==> src/rtl/ram_port_arbiter_if.sv <==
// Bundle of requester-side handshake signals and the single RAM port they share.
// The arbiter takes the slave view; the surrounding datapath or bench takes the master view.
interface ram_port_arbiter_if #(
  parameter int NUM_REQ = 4,
  parameter int ADDR_W  = 10,
  parameter int DATA_W  = 32
);
  logic [NUM_REQ-1:0]        req_valid;
  logic [NUM_REQ-1:0]        req_ready;
  logic [NUM_REQ-1:0]        req_we;
  logic [NUM_REQ*ADDR_W-1:0] req_addr;
  logic [NUM_REQ*DATA_W-1:0] req_wdata;
  logic [ADDR_W-1:0]         ram_address;
  logic                      ram_wren;
  logic [DATA_W-1:0]         ram_data;
  logic [DATA_W-1:0]         ram_q;
  logic [NUM_REQ-1:0]        rsp_valid;
  logic [DATA_W-1:0]         rsp_data;
  logic                      idle;

  modport slave (
    input  req_valid, req_we, req_addr, req_wdata, ram_q,
    output req_ready, ram_address, ram_wren, ram_data, rsp_valid, rsp_data, idle
  );

  modport master (
    output req_valid, req_we, req_addr, req_wdata, ram_q,
    input  req_ready, ram_address, ram_wren, ram_data, rsp_valid, rsp_data, idle
  );
endinterface

==> src/rtl/ram_port_arbiter.sv <==
// Round-robin arbiter sharing one RAM port among NUM_REQ requesters, with a
// LATENCY-deep tag pipeline that steers read data back to the issuing requester.
module ram_port_arbiter #(
  parameter int NUM_REQ = 4,
  parameter int ID_W    = 2,
  parameter int ADDR_W  = 10,
  parameter int DATA_W  = 32,
  parameter int LATENCY = 1
) (
  input  logic                clk,
  input  logic                reset,
  ram_port_arbiter_if.slave   bus
);
  logic [ID_W-1:0]    ptr_reg;
  logic [ID_W-1:0]    ptr_next;
  logic [LATENCY-1:0] pipe_valid_reg;
  logic [ID_W-1:0]    pipe_id_reg [LATENCY];

  logic [ADDR_W-1:0]  addr_arr  [NUM_REQ];
  logic [DATA_W-1:0]  wdata_arr [NUM_REQ];
  logic [ID_W-1:0]    cand_idx  [NUM_REQ];
  logic [NUM_REQ-1:0] cand_valid;
  logic               found;
  logic               grant;
  logic [ID_W-1:0]    win;

  // Candidate gi is the requester gi places after the pointer, wrapped modulo NUM_REQ.
  generate
    for (genvar gi = 0; gi < NUM_REQ; gi++) begin : g_cand
      logic [ID_W:0] sum;
      assign addr_arr[gi]   = bus.req_addr[gi*ADDR_W +: ADDR_W];
      assign wdata_arr[gi]  = bus.req_wdata[gi*DATA_W +: DATA_W];
      assign sum            = {1'b0, ptr_reg} + (ID_W+1)'(gi);
      assign cand_idx[gi]   = (sum >= (ID_W+1)'(NUM_REQ)) ? ID_W'(sum - (ID_W+1)'(NUM_REQ))
                                                          : sum[ID_W-1:0];
      assign cand_valid[gi] = bus.req_valid[cand_idx[gi]];
    end
  endgenerate

  // Scan from the far end so the candidate closest to the pointer is written last and wins.
  always_comb begin
    found = 1'b0;
    win   = '0;
    for (int k = NUM_REQ - 1; k >= 0; k--) begin
      if (cand_valid[k]) begin
        found = 1'b1;
        win   = cand_idx[k];
      end
    end
  end

  assign grant = found & ~reset;

  always_comb begin
    bus.req_ready   = '0;
    bus.ram_address = '0;
    bus.ram_data    = '0;
    bus.ram_wren    = 1'b0;
    ptr_next        = ptr_reg;
    if (grant) begin
      bus.req_ready[win] = 1'b1;
      bus.ram_address    = addr_arr[win];
      bus.ram_data       = wdata_arr[win];
      bus.ram_wren       = bus.req_we[win];
      ptr_next           = (win == ID_W'(NUM_REQ - 1)) ? '0 : win + 1'b1;
    end
  end

  // Only granted reads enter the tag pipeline; the id stages need no reset.
  always_ff @(posedge clk) begin
    if (reset) begin
      ptr_reg        <= '0;
      pipe_valid_reg <= '0;
    end else begin
      ptr_reg           <= ptr_next;
      pipe_valid_reg[0] <= grant & ~bus.ram_wren;
      for (int k = 1; k < LATENCY; k++) begin
        pipe_valid_reg[k] <= pipe_valid_reg[k-1];
      end
    end
    pipe_id_reg[0] <= win;
    for (int k = 1; k < LATENCY; k++) begin
      pipe_id_reg[k] <= pipe_id_reg[k-1];
    end
  end

  always_comb begin
    bus.rsp_valid = '0;
    if (pipe_valid_reg[LATENCY-1] && !reset) begin
      bus.rsp_valid[pipe_id_reg[LATENCY-1]] = 1'b1;
    end
  end

  assign bus.rsp_data = bus.ram_q;
  assign bus.idle     = reset | (~|bus.req_valid & ~|pipe_valid_reg);

endmodule
==> src/flat_wrapper.sv <==
// flat-port wrapper written by rule: the top's interface ports become plain ports
module ram_port_arbiter_flat 
#(
  parameter int NUM_REQ = 4,
  parameter int ID_W    = 2,
  parameter int ADDR_W  = 10,
  parameter int DATA_W  = 32,
  parameter int LATENCY = 1
)
  (clk, reset, bus_req_valid, bus_req_we, bus_req_addr, bus_req_wdata, bus_ram_q, bus_req_ready, bus_ram_address, bus_ram_wren, bus_ram_data, bus_rsp_valid, bus_rsp_data, bus_idle);
  ram_port_arbiter_if #(.NUM_REQ(NUM_REQ), .ADDR_W(ADDR_W), .DATA_W(DATA_W)) bus_i ();
  input  logic clk;
  input  logic reset;
  input wire logic [$bits(bus_i.req_valid)-1:0] bus_req_valid;
  input wire logic [$bits(bus_i.req_we)-1:0] bus_req_we;
  input wire logic [$bits(bus_i.req_addr)-1:0] bus_req_addr;
  input wire logic [$bits(bus_i.req_wdata)-1:0] bus_req_wdata;
  input wire logic [$bits(bus_i.ram_q)-1:0] bus_ram_q;
  output wire logic [$bits(bus_i.req_ready)-1:0] bus_req_ready;
  output wire logic [$bits(bus_i.ram_address)-1:0] bus_ram_address;
  output wire logic [$bits(bus_i.ram_wren)-1:0] bus_ram_wren;
  output wire logic [$bits(bus_i.ram_data)-1:0] bus_ram_data;
  output wire logic [$bits(bus_i.rsp_valid)-1:0] bus_rsp_valid;
  output wire logic [$bits(bus_i.rsp_data)-1:0] bus_rsp_data;
  output wire logic [$bits(bus_i.idle)-1:0] bus_idle;
  assign bus_i.req_valid = bus_req_valid;
  assign bus_i.req_we = bus_req_we;
  assign bus_i.req_addr = bus_req_addr;
  assign bus_i.req_wdata = bus_req_wdata;
  assign bus_i.ram_q = bus_ram_q;
  assign bus_req_ready = bus_i.req_ready;
  assign bus_ram_address = bus_i.ram_address;
  assign bus_ram_wren = bus_i.ram_wren;
  assign bus_ram_data = bus_i.ram_data;
  assign bus_rsp_valid = bus_i.rsp_valid;
  assign bus_rsp_data = bus_i.rsp_data;
  assign bus_idle = bus_i.idle;
  ram_port_arbiter #(.NUM_REQ(NUM_REQ), .ID_W(ID_W), .ADDR_W(ADDR_W), .DATA_W(DATA_W), .LATENCY(LATENCY)) u_core (.clk(clk), .reset(reset), .bus(bus_i));
endmodule
==> config.mk <==
export PLATFORM = sky130hd
export DESIGN_NAME = ram_port_arbiter_flat
export DESIGN_NICKNAME = d
export VERILOG_FILES = /design/src/rtl/ram_port_arbiter_if.sv /design/src/rtl/ram_port_arbiter.sv /design/src/flat_wrapper.sv
export SDC_FILE = /design/constraint.sdc
export NUM_CORES = 1
export LEC_CHECK = 0
export BUFFER_PORTS_ARGS = -buffer_cell sky130_fd_sc_hd__buf_4
export CORE_AREA = 2 2 116 118
export CTS_CLUSTER_DIAMETER = 50
export CTS_CLUSTER_SIZE = 20
export DETAILED_ROUTE_END_ITERATION = 16
export DIE_AREA = 0 0 118 120
export MAX_ROUTING_LAYER = met4
export SLEW_MARGIN = 20
export SYNTH_ARGS = -nofsm -noshare
export SYNTH_HDL_FRONTEND = slang
export SYNTH_SLANG_ARGS = --single-unit
==> constraint.sdc <==
create_clock -name clk -period 5.25 [get_ports clk]
set_clock_uncertainty 0.1 [all_clocks]
set_input_delay 0.2625 -clock clk [delete_from_list [all_inputs] [get_ports clk]]
set_output_delay 0.2625 -clock clk [all_outputs]
set_load 0.02 [all_outputs]
==> flow_summary.json, run 1 <==
{
  "fmaxAchievable_ghz": 0.344,
  "power.leakage_nw": 1.82,
  "r2r_slack_ns": 2.84,
  "cts_resized": 0,
  "cp.arrival_ns": 2.54,
  "antenna_found_initial": 1,
  "detail-route-antenna-nets": 0,
  "p_total_mw": 0.760,
  "rr_startpoint": "u_core.ptr_reg[1]$_SDFFE_PP0P_",
  "layout_setup_ws_ns": 2.35,
  "path_clk_slew_ns": 0.03,
  "routedWlPerCell_um": 15.4,
  "io_buffers": 229,
  "critPathMaxFanout": 85,
  "ios": 294,
  "grt_util_all_layers_pct": 11.9,
  "seq_area_um2": 100,
  "drtIter0Drc": 48,
  "grt_max_degree": 86,
  "post-route-min-period_ns": 2.90,
  "grt_pass1_vias": 2623,
  "dieArea_um2": 14200,
  "drc_errors": 0,
  "finalNetCount": 624,
  "fin_crit_sh_pct": 55.3,
  "ff2ff_path_depth": 7,
  "vias": 2476,
  "rr_endpoint": "u_core.ptr_reg[1]$_SDFFE_PP0P_",
  "synth_seq_cells": 5,
  "rsz0062_at_grt": "no",
  "crit_top_cell": "mux2i_1",
  "cap_violations": 0,
  "cp_num_cells": 7,
  "place_inst": 581,
  "grt_pass1_wl_mm": 13.3,
  "cts_tree": "built",
  "fin_area_um2": 3560,
  "drv_slew": 0,
  "viasPerCell": 4.23,
  "final_cell_mix": "buf_4 (229), mux2i_1 (88), o22ai_1 (43)",
  "fin_util_pct": 27.4,
  "synthesis.area_um2": 1860,
  "critPathCapture": "bus_ram_data[11]",
  "placed_area_um2": 3480,
  "dp_slack_ns": 2.49,
  "cp-startpoint": "u_core.ptr_reg[1]$_SDFFE_PP0P_",
  "post_layout_nonfiller_instances": 586,
  "hold_class": "input pin to flip-flop",
  "end_kind": "primary output",
  "setup_viol": 0,
  "status": "finished, final reports clean",
  "synth_cells": 226,
  "yosysSeqAreaShare_pct": 5.37,
  "start_util_pct": 14.4,
  "holdBufCountCts": 0,
  "critical_path_class": "flip-flop to primary output",
  "syn-mean-instance-area_um2": 8.24,
  "finalHoldViolCount": 0,
  "crit_chain": "mux2i_1, nor2_1, nor3_4, buf_12, mux2i_1, o22ai_1, buf_4",
  "syn2layout_area_growth_pct": 90.9,
  "n_fill_cell": 1404,
  "drive_gt1_share_pct": 58.4,
  "layout_commonest_cell": "buf_4",
  "rows": 42,
  "fp.dieW_um": 118,
  "synthesis.nets": 440,
  "overflow": 0,
  "multi_input_area_um2": 1400,
  "wl_mm": 9.01,
  "coreArea_um2": 13000,
  "cts_max_level": 1,
  "chipHeight_um": 120,
  "setup_tns_ns": 0,
  "synth_warnings": 0,
  "cts_buffers": 3,
  "post_cts_buffers": 0,
  "tightest_slew_ns": 0.923,
  "ir_drop_v": 0.000104,
  "critPathMaxStageDelay_ns": 0.51,
  "worstSkewPairLatency_ns": 0.23,
  "hold_ws_ns": 0.167,
  "root_buffer": "clkbuf_16",
  "required_ns": 4.89,
  "cp_top_family": "buffers and inverters",
  "power_per_cell_area_nw_per_um2": 214,
  "dr.pass1.iters": 4,
  "netlist-cell-type-count": 27,
  "slew_headroom_pct": 38.3,
  "cp_num_buf_inv": 2,
  "cts_buffer_depth": 2,
  "cts.sinks": 5,
  "hpwl_mm": 7.47,
  "place_congestion": 0.786,
  "cp_slowest_cell": "buf_12",
  "start_kind": "flip-flop"
}
-- worst min-delay path by stage --
stage,startpoint,to,slack [ns],cells after the start
after floorplan,u_core.ptr_reg[0]$_SDFFE_PP0P_,u_core.ptr_reg[0]$_SDFFE_PP0P_,0.35,2
after global placement,u_core.ptr_reg[0]$_SDFFE_PP0P_,u_core.ptr_reg[0]$_SDFFE_PP0P_,0.37,2
after detailed placement,u_core.ptr_reg[0]$_SDFFE_PP0P_,u_core.ptr_reg[0]$_SDFFE_PP0P_,0.38,2
after CTS,reset,u_core.ptr_reg[0]$_SDFFE_PP0P_,0.16,2
after global routing,reset,u_core.ptr_reg[0]$_SDFFE_PP0P_,0.18,2
final,reset,u_core.ptr_reg[0]$_SDFFE_PP0P_,0.17,2
-- routing by layer --
layer	share of wire [%]	vias to the layer above	GRT usage, %
met1	36	1137	12.0
met5	0	-	-
met3	7.5	10	2.61
li1	-	1196	-
met2	56	133	23.0
met4	1.3	0	3.24
-- layout make-up --
type	count	share of cell area (%)
diodes	1	0.0703
inverters	4	0.422
well taps	176	6.19
clock buffers	4	2.22
repair buffers	230	48.9
flip-flops and latches	5	2.81
multi-input cells	166	39.4
-- cell families (layout without fill, tap and decap cells) --
logic type	count (synthesis)	after routing	share of synthesized area, %
AND/OR/NAND/NOR	23	23	7.52
buffers and inverters	55	238	19.9
flip-flops	5	5	5.37
multiplexers	88	88	47.3
AO/OA/AOI/OAI	51	51	17.3
other	0	1	0
adder cells (fa/ha/maj)	4	4	2.69
-- synth_stat cells --
master,number,area [um2]
buf_2,14,70.1
o22ai_1,43,269
nand2_2,1,6.26
nor4_1,1,6.26
or2_2,1,6.26
nor2_1,6,22.5
nor4b_1,2,17.5
dfxtp_1,5,100
or3_1,1,6.26
buf_6,3,33.8
ha_1,4,50.1
nor4_2,1,12.5
nand2b_1,1,6.26
buf_4,33,248
a21o_1,1,7.51
inv_1,3,11.3
inv_2,1,3.75
clkbuf_1,1,3.75
mux2i_1,88,881
a21oi_1,4,20.0
and4b_1,1,10.0
nand2_1,3,11.3
and2_1,4,25.0
a22o_1,1,8.76
nor3_2,1,10.0
o21a_1,1,7.51
o22a_1,1,8.76
-- report_power, final --
group | switching, mW | internal (mW)
combinational | 0.289 | 0.291
sequential | 0.00671 | 0.0460
clock | 0.0256 | 0.101
total | 0.322 | 0.438
No activity file was read; power rests on OpenSTA's default activity.
==> run 2, diff against run 1 <==
CORE_AREA = 2 2 115 117   (was 2 2 116 118)
DIE_AREA = 0 0 117 119   (was 0 0 118 120)
clock period = 2.6 ns   (was 5.25 ns; I/O delays follow)
==> flow_summary.json, run 2 (synthesized netlist as in run 1, its figures left out) <==
{
  "syn2layout_area_growth_pct": 94.3,
  "required_ns": 2.37,
  "setup_tns_ns": 0,
  "slew_headroom_pct": 71.0,
  "root_buffer": "clkbuf_16",
  "finalHoldViolCount": 0,
  "grt_pass1_wl_mm": 12.4,
  "r2r_slack_ns": 0.64,
  "cts_max_level": 1,
  "fp.dieW_um": 117,
  "viasPerCell": 4.15,
  "final_cell_mix": "buf_4 (235), mux2i_1 (88), o22ai_1 (43)",
  "drive_gt1_share_pct": 59.1,
  "worstSkewPairLatency_ns": 0.22,
  "cts_buffers": 3,
  "rsz0062_at_grt": "no",
  "fmaxAchievable_ghz": 0.410,
  "routedWlPerCell_um": 14.1,
  "dieArea_um2": 13900,
  "rows": 42,
  "start_util_pct": 14.5,
  "cts_tree": "built",
  "end_kind": "primary output",
  "status": "finished, final reports clean",
  "cp.arrival_ns": 2.21,
  "power_per_cell_area_nw_per_um2": 432,
  "layout_commonest_cell": "buf_4",
  "ios": 294,
  "hold_class": "input pin to flip-flop",
  "detail-route-antenna-nets": 0,
  "chipHeight_um": 119,
  "drc_errors": 0,
  "antenna_found_initial": 0,
  "ir_drop_v": 0.000135,
  "hpwl_mm": 7.02,
  "grt_util_all_layers_pct": 11.3,
  "path_clk_slew_ns": 0.03,
  "grt_pass1_vias": 2444,
  "holdBufCountCts": 0,
  "tightest_slew_ns": 0.434,
  "start_kind": "flip-flop",
  "post_cts_buffers": 0,
  "vias": 2459,
  "post-route-min-period_ns": 2.44,
  "dr.pass1.iters": 5,
  "antenna_cells": 0,
  "setup_viol": 0,
  "power.leakage_nw": 1.85,
  "overflow": 0,
  "fin_crit_sh_pct": 93.8,
  "finalNetCount": 631,
  "wl_mm": 8.34,
  "cap_violations": 0,
  "cts_resized": 0,
  "drv_slew": 0,
  "cts_buffer_depth": 2,
  "hold_ws_ns": 0.0403,
  "critical_path_class": "flip-flop to primary output",
  "drtIter0Drc": 68,
  "place_congestion": 0.738,
  "critPathMaxFanout": 45,
  "coreArea_um2": 12900,
  "cts.sinks": 5,
  "io_buffers": 229,
  "grt_max_degree": 47
}
-- run 2: cell types whose count changed in the layout (fill, tap and decap cells not counted) --
cell / change
diode_2: -1
buf_4: +6
buf_12: +1
-- run 2: critical path: stages (launching register included) --
cell	delay, ns
dfxtp_1	0.41
mux2i_1	0.21
nor2_1	0.08
nor3_4	0.26
buf_12	0.30
mux2i_1	0.37
o22ai_1	0.13
buf_4	0.17
-- run 2: cell type report --
class,instances,area (um2)
Clock buffer,4,78.8
Tap cell,176,220
Sequential cell,5,100
Multi-Input combinational cell,166,1400
Fill cell,1380,9260
Timing Repair Buffer,237,1800
Inverter,4,15.0
-- run 2: where the power goes --
part | internal, mW | switching, mW
clock network | 0.203 | 0.0467
registers | 0.0928 | 0.0140
logic | 0.612 | 0.594
-- run 2: worst paths after layout --
path | endpoint | from | depth (start not counted)
hold reg to reg | u_core.ptr_reg[0]$_SDFFE_PP0P_ | u_core.ptr_reg[0]$_SDFFE_PP0P_ | 2
setup / recovery | bus_ram_data[17] | u_core.ptr_reg[1]$_SDFFE_PP0P_ | 7
hold / removal | u_core.ptr_reg[0]$_SDFFE_PP0P_ | reset | 2
setup reg to reg | u_core.ptr_reg[1]$_SDFFE_PP0P_ | u_core.ptr_reg[1]$_SDFFE_PP0P_ | 7
-- run 2: metrics by stage --
stage	instances	utilization [%]	power (mW)	setup WS, ns	area (um2)
floorplan	226	-	0.883	0.688	1860
global placement	588	27.5	1.30	0.414	3540
detailed placement	588	27.5	1.32	0.385	3540
CTS	592	28.1	1.57	0.154	3620
global route	592	28.1	1.66	0.0415	3620
finish	592	28.1	1.56	0.162	3620
-- run 2: layer usage --
layer | track usage [%] | wire length (um) | share of wire [%] | up-vias
li1 | - | - | - | 1207
met3 | 1.53 | 583 | 7.0 | 4
met4 | 1.47 | 42 | 0.50 | 0
met2 | 20.6 | 4440 | 53 | 122
met5 | - | 0 | 0 | -
met1 | 13.4 | 3280 | 39 | 1126
==> run 3, diff against run 2 <==
clock period = 2.1 ns   (was 2.6 ns; I/O delays follow)
==> flow_summary.json, run 3 (synthesized netlist as in run 1, its figures left out) <==
{
  "status": "finished with violations",
  "violations": "negative setup slack",
  "setup_viol": 31,
  "cts_tree": "built",
  "coreArea_um2": 12900,
  "fin_area_um2": 4240,
  "routedWlPerCell_um": 15.8,
  "p_clk_share_pct": 13.0,
  "wl_mm": 9.79,
  "drc_errors": 0,
  "fmaxAchievable_ghz": 0.460,
  "sw_frac_of_total_pct": 39.0,
  "cts.sinks": 5,
  "multi_input_area_um2": 1490,
  "ir_drop_v": 0.000179,
  "drive_gt1_share_pct": 64.6,
  "p_total_mw": 2.47,
  "io_buffers": 229,
  "path_clk_slew_ns": 0.04,
  "seqPwrFrac_pct": 5.4,
  "n_fill_cell": 1319,
  "cts_buffer_depth": 2,
  "p_int_mw": 1.51,
  "critPathMaxFanout": 7,
  "power_per_cell_area_nw_per_um2": 582,
  "fin_util_pct": 33.0,
  "rr_startpoint": "u_core.ptr_reg[1]$_SDFFE_PP0P_",
  "place_congestion": 0.749,
  "grt_util_all_layers_pct": 12.5,
  "power_frac_comb_pct": 81.5,
  "fp.dieW_um": 117,
  "post-route-min-period_ns": 2.17,
  "antenna_found_initial": 0,
  "detail-route-antenna-nets": 0,
  "dieArea_um2": 13900,
  "ff2ff_path_depth": 10,
  "chipHeight_um": 119,
  "grt_pass1_vias": 2631,
  "min_path_cells": 2,
  "end_kind": "primary output",
  "syn2layout_area_growth_pct": 128,
  "fin_crit_sh_pct": 104,
  "viasPerCell": 4.29,
  "grt_pass1_wl_mm": 13.3,
  "hold_class": "input pin to flip-flop",
  "start_kind": "flip-flop",
  "required_ns": 1.89,
  "drtIter0Drc": 66,
  "drv_slew": 0,
  "switchingPower_mw": 0.964,
  "rows": 42,
  "r2r_slack_ns": -0.01,
  "tightest_slew_ns": 0.505,
  "cp.arrival_ns": 1.97,
  "dr.pass1.iters": 4,
  "worstSkewPairLatency_ns": 0.23,
  "root_buffer": "clkbuf_16",
  "final_cell_mix": "buf_4 (235), mux2i_1 (84), o22ai_1 (42)",
  "ios": 294,
  "rsz0062_at_grt": "yes",
  "layout_commonest_cell": "buf_4",
  "overflow": 0,
  "hpwl_mm": 7.39,
  "cap_violations": 0,
  "start_util_pct": 14.5,
  "antenna_cells": 0,
  "placed_area_um2": 3630,
  "cts_max_level": 1,
  "hp-start": "reset",
  "layout_setup_ws_ns": -0.0739,
  "grt_max_degree": 24,
  "setup_tns_ns": -0.828,
  "cts_buffers": 3,
  "seq_area_um2": 104,
  "rr_endpoint": "u_core.ptr_reg[0]$_SDFFE_PP0P_",
  "finalHoldViolCount": 0,
  "vias": 2657,
  "power.leakage_nw": 2.12,
  "critical_path_class": "flip-flop to primary output",
  "min_delay_worst_endpoint": "u_core.ptr_reg[0]$_SDFFE_PP0P_",
  "slew_headroom_pct": 66.2,
  "finalNetCount": 659
}
## run 3: cell type report
| type | instances | area share (%) |
|---|---|---|
| well taps | 176 | 5.19 |
| repair buffers | 265 | 55.1 |
| clock buffers | 4 | 1.86 |
| flip-flops and latches | 5 | 2.45 |
| inverters | 4 | 0.354 |
| multi-input cells | 166 | 35.0 |
## run 3: critical path, stage by stage (launching register included)
cell and delay (ns):
dfxtp_4 0.36, mux2i_1 0.18, nor2_1 0.08, nor3_4 0.16, buf_12 0.17, buf_16 0.15
buf_6 0.11, mux2i_1 0.07, o22ai_1 0.25, buf_4 0.20
## run 3: through the flow
| stage | hold slack, ns | std cells | worst slack [ns] |
|---|---|---|---|
| floorplan | 0.200 | 226 | 0.188 |
| global placement | 0.110 | 595 | -0.00136 |
| detailed placement | 0.110 | 595 | -0.0189 |
| CTS | 0.00175 | 607 | -0.0679 |
| global route | 0.0219 | 620 | -0.165 |
| finish | 0.00129 | 620 | -0.0739 |
## run 3: power by group through the flow
stage | Sequential (mW) | Combinational (mW) | Clock, mW
floorplan | 0.129 | 0.965 | 0
global placement | 0.130 | 1.54 | 0
detailed placement | 0.132 | 1.57 | 0
CTS | 0.132 | 1.77 | 0.323
global route | 0.137 | 2.13 | 0.326
finish | 0.134 | 2.01 | 0.322
## run 3: worst max path at each step
stage | start | to | slack, ns | cells after the start
2_1_floorplan | u_core.ptr_reg[1]$_SDFFE_PP0P_ | u_core.ptr_reg[0]$_SDFFE_PP0P_ | 0.19 | 9
3_3_place_gp | u_core.ptr_reg[1]$_SDFFE_PP0P_ | bus_ram_data[17] | -0.001 | 7
3_5_place_dp | u_core.ptr_reg[1]$_SDFFE_PP0P_ | bus_ram_data[17] | -0.02 | 7
4_1_cts | u_core.ptr_reg[1]$_SDFFE_PP0P_ | bus_ram_data[10] | -0.07 | 9
5_1_grt | u_core.ptr_reg[1]$_SDFFE_PP0P_ | bus_ram_data[9] | -0.17 | 9
6_report | u_core.ptr_reg[1]$_SDFFE_PP0P_ | bus_ram_address[0] | -0.07 | 9
## run 3: repair_timing
item,in CTS,in global routing
hold buffers,1,0
endpoints found under the hold margin,1,0
setup endpoints to repair,46,47
gates cloned,4,6
setup buffers,3,7
pin swaps,5,14
resized for setup,13,29
## run 3: per-layer routing
metal | part of all wire, % | routed length (um) | global-route usage (%) | vias to the layer above
met2 | 55 | 5350 | 23.7 | 145
met4 | 0.85 | 83 | 2.35 | 0
met5 | 0 | 0 | - | -
li1 | - | - | - | 1265
met3 | 6.4 | 626 | 1.32 | 7
met1 | 38 | 3730 | 13.9 | 1240
